`src/rtl/diamond_collector_if.sv`:
```
// Player position / frame strobe in, collection status out for diamond_collector.
interface diamond_collector_if;
  logic       frame_clk;
  logic       level_restart;
  logic [9:0] player_x;
  logic [9:0] player_y;
  logic [3:0] is_diamond_eat;
  logic [2:0] diamond_count;
  logic       eat_pulse;
  logic       diamond_flash;
  logic       all_collected;

  modport master (
    output frame_clk, level_restart, player_x, player_y,
    input  is_diamond_eat, diamond_count, eat_pulse, diamond_flash, all_collected
  );

  modport slave (
    input  frame_clk, level_restart, player_x, player_y,
    output is_diamond_eat, diamond_count, eat_pulse, diamond_flash, all_collected
  );
endinterface

```
`src/rtl/diamond_collector.sv`:
```
// Per-frame diamond pickup: snapshots the player on each frame tick, then tests
// one diamond per cycle for box overlap and records new collections.
module diamond_collector #(
  parameter int PLAYER_W     = 20,
  parameter int PLAYER_H     = 28,
  parameter int D_SIZE       = 20,
  parameter int D0_X         = 458,
  parameter int D0_Y         = 408,
  parameter int D1_X         = 120,
  parameter int D1_Y         = 300,
  parameter int D2_X         = 300,
  parameter int D2_Y         = 200,
  parameter int D3_X         = 540,
  parameter int D3_Y         = 100,
  parameter int FLASH_FRAMES = 8
) (
  input  logic               Clk,
  input  logic               Reset,
  diamond_collector_if.slave bus
);

  typedef enum logic [1:0] {IDLE, SCAN, DONE} state_e;

  state_e      state_q;
  logic        frame_clk_q;
  logic [1:0]  idx_q;
  logic [9:0]  sx_q, sy_q;
  logic [3:0]  eat_q;
  logic [2:0]  cnt_q, cnt_d;
  logic        pulse_q;
  logic [3:0]  flash_q, flash_d;

  logic        frame_tick;
  logic [10:0] dx, dy, sx, sy;
  logic        overlap, new_eat;

  assign frame_tick = bus.frame_clk & ~frame_clk_q;

  always_comb begin
    dx = '0;
    dy = '0;
    case (idx_q)
      2'd0: begin dx = 11'(D0_X); dy = 11'(D0_Y); end
      2'd1: begin dx = 11'(D1_X); dy = 11'(D1_Y); end
      2'd2: begin dx = 11'(D2_X); dy = 11'(D2_Y); end
      default: begin dx = 11'(D3_X); dy = 11'(D3_Y); end
    endcase
  end

  // 11-bit compares keep sx+W and Dx+SIZE from wrapping; edges are half-open.
  assign sx      = {1'b0, sx_q};
  assign sy      = {1'b0, sy_q};
  assign overlap = (sx < dx + 11'(D_SIZE)) && (sx + 11'(PLAYER_W) > dx) &&
                   (sy < dy + 11'(D_SIZE)) && (sy + 11'(PLAYER_H) > dy);
  assign new_eat = (state_q == SCAN) && overlap && !eat_q[idx_q];

  assign cnt_d   = (cnt_q == 3'd4) ? cnt_q : cnt_q + 3'd1;
  assign flash_d = (frame_tick && flash_q != 4'd0) ? flash_q - 4'd1 : flash_q;

  always_ff @(posedge Clk) begin
    if (Reset) begin
      state_q     <= IDLE;
      frame_clk_q <= 1'b0;
      idx_q       <= '0;
      sx_q        <= '0;
      sy_q        <= '0;
      eat_q       <= '0;
      cnt_q       <= '0;
      pulse_q     <= 1'b0;
      flash_q     <= '0;
    end else begin
      frame_clk_q <= bus.frame_clk;
      if (bus.level_restart) begin
        state_q <= IDLE;
        idx_q   <= '0;
        eat_q   <= '0;
        cnt_q   <= '0;
        pulse_q <= 1'b0;
        flash_q <= '0;
      end else begin
        pulse_q <= 1'b0;
        flash_q <= flash_d;
        case (state_q)
          IDLE: if (frame_tick) begin
            sx_q    <= bus.player_x;
            sy_q    <= bus.player_y;
            idx_q   <= '0;
            state_q <= SCAN;
          end
          SCAN: begin
            // A fresh collection reloads the flash, overriding this cycle's decrement.
            if (new_eat) begin
              eat_q[idx_q] <= 1'b1;
              cnt_q        <= cnt_d;
              pulse_q      <= 1'b1;
              flash_q      <= 4'(FLASH_FRAMES);
            end
            if (idx_q == 2'd3) state_q <= DONE;
            else               idx_q   <= idx_q + 2'd1;
          end
          DONE:    state_q <= IDLE;
          default: state_q <= IDLE;
        endcase
      end
    end
  end

  assign bus.is_diamond_eat = eat_q;
  assign bus.diamond_count  = cnt_q;
  assign bus.eat_pulse      = pulse_q;
  assign bus.diamond_flash  = (flash_q != 4'd0);
  assign bus.all_collected  = (cnt_q == 3'd4);

endmodule

```
`src/flat_wrapper.sv`:
```
// flat-port wrapper written by rule: the top's interface ports become plain ports
module diamond_collector_flat 
#(
  parameter int PLAYER_W     = 20,
  parameter int PLAYER_H     = 28,
  parameter int D_SIZE       = 20,
  parameter int D0_X         = 458,
  parameter int D0_Y         = 408,
  parameter int D1_X         = 120,
  parameter int D1_Y         = 300,
  parameter int D2_X         = 300,
  parameter int D2_Y         = 200,
  parameter int D3_X         = 540,
  parameter int D3_Y         = 100,
  parameter int FLASH_FRAMES = 8
)
  (Clk, Reset, bus_frame_clk, bus_level_restart, bus_player_x, bus_player_y, bus_is_diamond_eat, bus_diamond_count, bus_eat_pulse, bus_diamond_flash, bus_all_collected);
  diamond_collector_if bus_i ();
  input  logic Clk;
  input  logic Reset;
  input wire logic [$bits(bus_i.frame_clk)-1:0] bus_frame_clk;
  input wire logic [$bits(bus_i.level_restart)-1:0] bus_level_restart;
  input wire logic [$bits(bus_i.player_x)-1:0] bus_player_x;
  input wire logic [$bits(bus_i.player_y)-1:0] bus_player_y;
  output wire logic [$bits(bus_i.is_diamond_eat)-1:0] bus_is_diamond_eat;
  output wire logic [$bits(bus_i.diamond_count)-1:0] bus_diamond_count;
  output wire logic [$bits(bus_i.eat_pulse)-1:0] bus_eat_pulse;
  output wire logic [$bits(bus_i.diamond_flash)-1:0] bus_diamond_flash;
  output wire logic [$bits(bus_i.all_collected)-1:0] bus_all_collected;
  assign bus_i.frame_clk = bus_frame_clk;
  assign bus_i.level_restart = bus_level_restart;
  assign bus_i.player_x = bus_player_x;
  assign bus_i.player_y = bus_player_y;
  assign bus_is_diamond_eat = bus_i.is_diamond_eat;
  assign bus_diamond_count = bus_i.diamond_count;
  assign bus_eat_pulse = bus_i.eat_pulse;
  assign bus_diamond_flash = bus_i.diamond_flash;
  assign bus_all_collected = bus_i.all_collected;
  diamond_collector #(.PLAYER_W(PLAYER_W), .PLAYER_H(PLAYER_H), .D_SIZE(D_SIZE), .D0_X(D0_X), .D0_Y(D0_Y), .D1_X(D1_X), .D1_Y(D1_Y), .D2_X(D2_X), .D2_Y(D2_Y), .D3_X(D3_X), .D3_Y(D3_Y), .FLASH_FRAMES(FLASH_FRAMES)) u_core (.Clk(Clk), .Reset(Reset), .bus(bus_i));
endmodule
```
`config.mk`:
```
export PLATFORM = sky130hd
export DESIGN_NAME = diamond_collector_flat
export DESIGN_NICKNAME = d
export VERILOG_FILES = /design/src/rtl/diamond_collector_if.sv /design/src/rtl/diamond_collector.sv /design/src/flat_wrapper.sv
export SDC_FILE = /design/constraint.sdc
export NUM_CORES = 1
export LEC_CHECK = 0
export ABC_AREA = 1
export BUFFER_PORTS_ARGS = -buffer_cell sky130_fd_sc_hd__buf_2
export CAP_MARGIN = 10
export CORE_UTILIZATION = 45
export DETAILED_ROUTE_END_ITERATION = 8
export SETUP_SLACK_MARGIN = 0.4
export SLEW_MARGIN = 0
export SYNTH_ARGS = -nofsm -noshare
export SYNTH_HDL_FRONTEND = slang
export SYNTH_SLANG_ARGS = --single-unit
```
`constraint.sdc`:
```
create_clock -name Clk -period 3.9 [get_ports Clk]
set_input_delay 0.78 -clock Clk [delete_from_list [all_inputs] [get_ports Clk]]
set_output_delay 0.78 -clock Clk [all_outputs]
set_load 0.02 [all_outputs]
```
; After elaboration in Yosys (flattened, before gate mapping)
; Cells that the tools add are included.
[totals]
latchBits = 0
mem_bits_rw = 0
wordCells = 71
mem_count = 0
input_bits = 24
romBits = 0
ff_bits = 37
out_inout_bits = 10
[classes]
n_mul = 0
n_reduce_logical = 19
div_mod_pow = 0
n_mux = 16
addsub = 7
order_cmp = 6
bitwise = 6
n_eq_ne = 8
n_shift = 0
[op_table]
columns = cell, count
row1 = 10-bit by 5-bit adder with 11-bit output (second input constant), 3
row2 = 10-bit one-hot mux with 3 select lines, 1
row3 = 9-bit one-hot mux with 3 select lines, 1
row4 = 10-bit by 11-bit less-than comparator with 1-bit output, 2
row5 = 4-bit two-way mux, 3
row6 = 11-bit by 10-bit greater-than comparator with 1-bit output, 1
row7 = 11-bit by 9-bit greater-than comparator with 1-bit output, 1
row8 = 9-bit by 5-bit adder with 10-bit output (second input constant), 1
row9 = 3-bit AND reduction, 3
row10 = 2-bit two-way mux, 4
row11 = 2-bit one-hot mux with 2 select lines, 2
row12 = 1-bit logical AND, 7
row13 = 2-bit by 1-bit equality test with 1-bit output (second input constant), 2
row14 = 2-bit equality test (second input constant), 2
row15 = 2-bit zero test, 2
row16 = 2-bit inequality test (second input constant), 2
row17 = 1-bit NOT, 4
row18 = 4-bit bitwise OR, 1
row19 = 2-bit AND reduction, 2
row20 = 4-bit nonzero test, 1
row21 = 4-bit by 1-bit subtractor with 4-bit output (second input constant), 1
row22 = 3-bit by 1-bit adder with 3-bit output (second input constant), 1
row23 = 3-bit equality test (second input constant), 1
row24 = 2-bit by 3-bit less-than comparator with 1-bit output (second input constant), 1
row25 = other kinds (11), 13

; Depth between registers and ports, before layout
[logic_depth]
word_depth = 11
mapped_depth = 19

; Worst setup path after synthesis
; OpenSTA, ideal clock, no wires.
[synth_timing]
path_kind = register to register
startpoint = register u_core.idx_q[0]
endpoint = register u_core.cnt_q[0], in the netlist u_core.bus.diamond_count[0]
stages_incl_launch_ff = 18
n_path_buf = 1
period_less_slack_ps = 2747
setup_slack_ps = 1153
t_required_ps = 3836
setup_time_ps = 64
arrival_time_ps = 2683
cell_sequence = dfxtp_1 inv_1 ha_1 inv_1 ha_1 or2_2 ha_1 nand2_1 nor2_1 nand3_1 nand3_1 nand2_1 nand2_1 nand3_1 nor2_2 buf_6 a21oi_1 nor2_1
[synth_via]
elab_chain_cells = 10
[synth_lines]
columns = element, line_no
row1 = start: declaration, diamond_collector.sv:26  ; logic [1:0] idx_q;
row2 = start signal: assignment, diamond_collector.sv:99  ; else idx_q <= idx_q + 2'd1;
row3 = 2-bit equality test (tied with other cells), diamond_collector.sv:42  ; case (idx_q)
row4 = 10-bit one-hot mux with 3 select lines, diamond_collector.sv:42
row5 = 10-bit by 5-bit adder with 11-bit output, diamond_collector.sv:53  ; assign overlap = (sx < dx + 11'(D_SIZE)) && (sx + 11'(PLAYER_W) > dx) &&
row6 = 10-bit by 11-bit less-than comparator with 1-bit output, diamond_collector.sv:53
row7 = 1-bit logical AND (2 in a row), diamond_collector.sv:53
row8 = 1-bit logical AND, diamond_collector.sv:54  ; (sy < dy + 11'(D_SIZE)) && (sy + 11'(PLAYER_H) > dy);
row9 = 1-bit logical AND, diamond_collector.sv:55  ; assign new_eat = (state_q == SCAN) && overlap && !eat_q[idx_q];
row10 = 1-bit logical AND *, diamond_collector.sv:55
row11 = 3-bit AND reduction (no source line) *, --
row12 = end signal: assignment, diamond_collector.sv:94  ; cnt_q <= cnt_d;
row13 = end: declaration, diamond_collector.sv:29  ; logic [2:0] cnt_q, cnt_d;
; Mark *: on every way between the ends. The rest lies on a longest branch, timed or not. The select of a mux whose other input is x is not followed.
; A chain may end at the register's enable or synchronous reset.

; Worst setup path after layout
[layout_timing]
startpoint = register u_core.idx_q[0]
endpoint = register u_core.cnt_q[1], in the netlist u_core.bus.diamond_count[1]
; Same word-level chain as after synthesis.

==> impl_metrics.py <==
metrics = {
    "global_route": {
        "grt_start_max_net_pins": 31,
        "grt_first_pass_wirelength_um": 10400,
        "grt_antenna_before_repair": 0,
        "overflow": 0,
        "gr-usage-all-layers": 0.215,
        "via_count_of_the_first_global_routing_pass": 2289,
    },
    "clock_network": {
        "number_of_buffers_on_the_longest_clock_path": 2,
        "tritoncts": "done",
        "cts.sink_count": 37,
        "worst_skew_pair.late_latency_ps": 290,
        "clk_transition_reported_paths_ps": 80,
        "post_cts_setup_bufs": 0,
        "htree_num_levels": 2,
        "cts_hold_buf": 0,
        "cts-buffers-inserted": 5,
        "cts_repair_resize_count": 0,
        "root_buffer": "clkbuf_8",
    },
    "pwr": {
        "pwr-share-clk": 0.313,
        "power_frac_comb": 0.196,
        "power.share.sequential": 0.491,
        "netSwitchingFraction": 0.301,
        "max-vdd-ir-drop_mv": 0.230,
        "total_leakage_power_nw": 1.54,
        "cellPowerDensity_nw_per_um2": 283,
        "p_int_mw": 0.583,
        "switching_power_mw": 0.252,
    },
    "die": {
        "floorplan.rows": 27,
        "pin_count": 34,
        "core_region_area_sq_um": 5570,
        "floorplan.die.width_um": 78.6,
        "floorplan.die.height_um": 78.6,
        "dieArea_sq_um": 6180,
        "floorplan.initialDensity": 0.474,
    },
    "cells_and_area": {
        "post-route-cell-area_sq_um": 2950,
        "finish.net_count": 476,
        "stdcell_count": 480,
        "fraction_of_layout_instances_using_a_drive_strength_above_1": 0.140,
        "antenna_cells_inserted": 0,
        "syn_to_final_growth_pct": 11.7,
    },
    "timing": {
        "slew_violations": 0,
        "final_min_period_over_clock_period": 0.807,
        "finalSetupTns_ps": 0,
        "fin_crit_ps": 3150,
        "clock_tree_skew_after_final_layout_ps": 6.67,
        "achievable-frequency_ghz": 0.318,
        "relSlewSlack": 0.470,
        "rsz0062_at_grt": "false",
        "worst_hold_check_slack_ps": 457,
        "timing.final.setup_violations": 0,
        "hold_violations": 0,
        "worst_pin_slew_ps": 794,
        "layout_setup_ws_ps": 753,
    },
    "logic_synthesis": {
        "synthesis.nets": 443,
        "synth_area_per_cell_sq_um": 7.07,
        "synth_cell_type_count": 27,
        "yosys_warnings": 0,
        "postSynthRegisterBits": 37,
        "synth_top_cells_by_area": "dfxtp_1, ha_1, nand2_1",
        "ys_seq_area_frac": 0.280,
        "portion_of_synthesized_cell_area_occupied_by_the_leading_cell_type": 0.280,
        "netlist_area_sq_um": 2640,
        "yosys.area.top_type": "dfxtp_1",
        "synthCells": 374,
    },
    "status": {
        "status": "finished clean",
    },
    "hold_path": {
        "worstHoldPathType": "reg2reg",
    },
    "critical_path": {
        "criticalPathCategory": "reg2reg",
        "crit_path_end_kind": "flip-flop",
        "cp_max_fo": 14,
        "startpoint_type": "flip-flop",
        "critPathArrivalTime_ps": 3340,
        "worst_path_required_ps": 4090,
    },
    "route": {
        "post_dr_vias_cell": 4.93,
        "remaining_drc_errors": 0,
        "routed-via-count": 2364,
        "routed_wire_length_per_instance_um": 12.2,
        "drtAntennaViolNets": 0,
        "detail_route.iter0.violations": 100,
        "drt_pre_antenna_iters": 4,
        "drt_wl_total_um": 5850,
    },
    "job": {
        "timing.max_cap.violations": 0,
    },
    "placement": {
        "preCtsSetupSlack_ps": 778,
        "hpwl_um": 4560,
        "dpl.cell_count": 472,
        "port-buffer-count": 33,
        "gp_routability_congestion": 0.835,
        "place_area_sq_um": 2870,
    },
}
[power groups by stage]
stage               clock, mW  combinational [mW]  sequential, mW
finish                  0.261               0.164           0.410
global route            0.287               0.195           0.412
CTS                     0.276               0.165           0.410
detailed placement          0               0.164           0.418
global placement            0               0.161           0.418
floorplan                   0               0.122           0.412
[metal layers]
metal / routed length (um) / share of wire / global-route usage
met5: 0 / 0 / 0
met4: 59 / 0.010 / 0.0685
met3: 202 / 0.035 / 0.0349
met2: 2700 / 0.46 / 0.362
met1: 2890 / 0.49 / 0.277
[layout by cell type, fill, tap and decap left out]
master | synthesis | final
nand2_1 | 67 | 67
inv_1 | 56 | 56
nor2_1 | 52 | 52
ha_1 | 45 | 45
dfxtp_1 | 37 | 37
buf_2 | 1 | 33
a21oi_1 | 25 | 25
o21ai_0 | 25 | 25
nand3_1 | 18 | 18
xor2_1 | 8 | 8
xnor2_1 | 5 | 5
clkbuf_8 | 0 | 5
nand2_2 | 4 | 4
a21oi_2 | 4 | 4
nor2_2 | 3 | 3
nor3_1 | 3 | 3
a31oi_1 | 2 | 2
nand4_1 | 2 | 2
a211oi_1 | 2 | 2
clkinv_2 | 0 | 2
buf_4 | 0 | 2
or2_4 | 1 | 1
nor3_2 | 1 | 1
o211ai_1 | 1 | 1
nor3b_1 | 1 | 1
a21boi_0 | 1 | 1
inv_2 | 1 | 1
or2_2 | 1 | 1
clkbuf_1 | 7 | 1
[path summary, 6_finish.rpt]
check	start	endpoint	slack, ps	cells past startpoint
setup / recovery	u_core.idx_q[0]	u_core.bus.diamond_count[1]	750	18
hold reg to reg	u_core.sy_q[1]	u_core.sy_q[1]	460	2
setup reg to reg	u_core.idx_q[0]	u_core.bus.diamond_count[1]	750	18
hold / removal	u_core.sy_q[1]	u_core.sy_q[1]	460	2
[kinds of logic after synthesis]
| family | synth area share |
|---|---|
| XOR/XNOR | 0.0431 |
| buffers and inverters | 0.0971 |
| adder cells (fa/ha/maj) | 0.213 |
| flip-flops | 0.280 |
| AND/OR/NAND/NOR | 0.242 |
| AO/OA/AOI/OAI | 0.124 |
[metrics by stage]
| stage | util | total power, mW |
|---|---|---|
| 2_1_floorplan | - | 0.534 |
| 3_3_place_gp | 0.515 | 0.579 |
| 3_5_place_dp | 0.515 | 0.583 |
| 4_1_cts | 0.530 | 0.850 |
| 5_1_grt | 0.530 | 0.895 |
| 6_report | 0.530 | 0.835 |
[Yosys cell counts]
library cell  instances
a211oi_1              2
a21boi_0              1
a21oi_1              25
a21oi_2               4
a31oi_1               2
buf_2                 1
buf_6                 1
clkbuf_1              7
dfxtp_1              37
ha_1                 45
inv_1                56
inv_2                 1
nand2_1              67
nand2_2               4
nand3_1              18
nand4_1               2
nor2_1               52
nor2_2                3
nor3_1                3
nor3_2                1
nor3b_1               1
o211ai_1              1
o21ai_0              25
or2_2                 1
or2_4                 1
xnor2_1               5
xor2_1                8
[registers in the layout, indices dropped and copies added, names as in the netlist]
name,count
u_core.sx_q,10
u_core.sy_q,10
u_core.bus.is_diamond_eat,4
u_core.flash_q,4
u_core.bus.diamond_count,3
u_core.idx_q,2
u_core.state_q,2
u_core.bus.eat_pulse,1
u_core.frame_clk_q,1
[final cells by class]
| class | count | area (sq um) |
|---|---|---|
| fill | 587 | 2620 |
| multi-input combinational | 271 | 1650 |
| sequential | 37 | 741 |
| inverter | 57 | 214 |
| timing repair buffer | 35 | 180 |
| tap | 72 | 90.1 |
| clock buffer | 6 | 72.6 |
| clock inverter | 2 | 10.0 |
[worst max-delay path, cell delays in order (launching register included)]
cell and delay (ps):
dfxtp_1 450, inv_1 260, ha_1 340, inv_1 130, ha_1 200, or2_2 290
ha_1 320, nand2_1 60, nor2_1 130, nand3_1 90, nand3_1 80, nand2_1 50
nand2_1 50, nand3_1 80, nor2_2 100, buf_4 210, nand3_1 100, nand2_1 60
nor2_1 30
(Power assumes the default switching activity.)
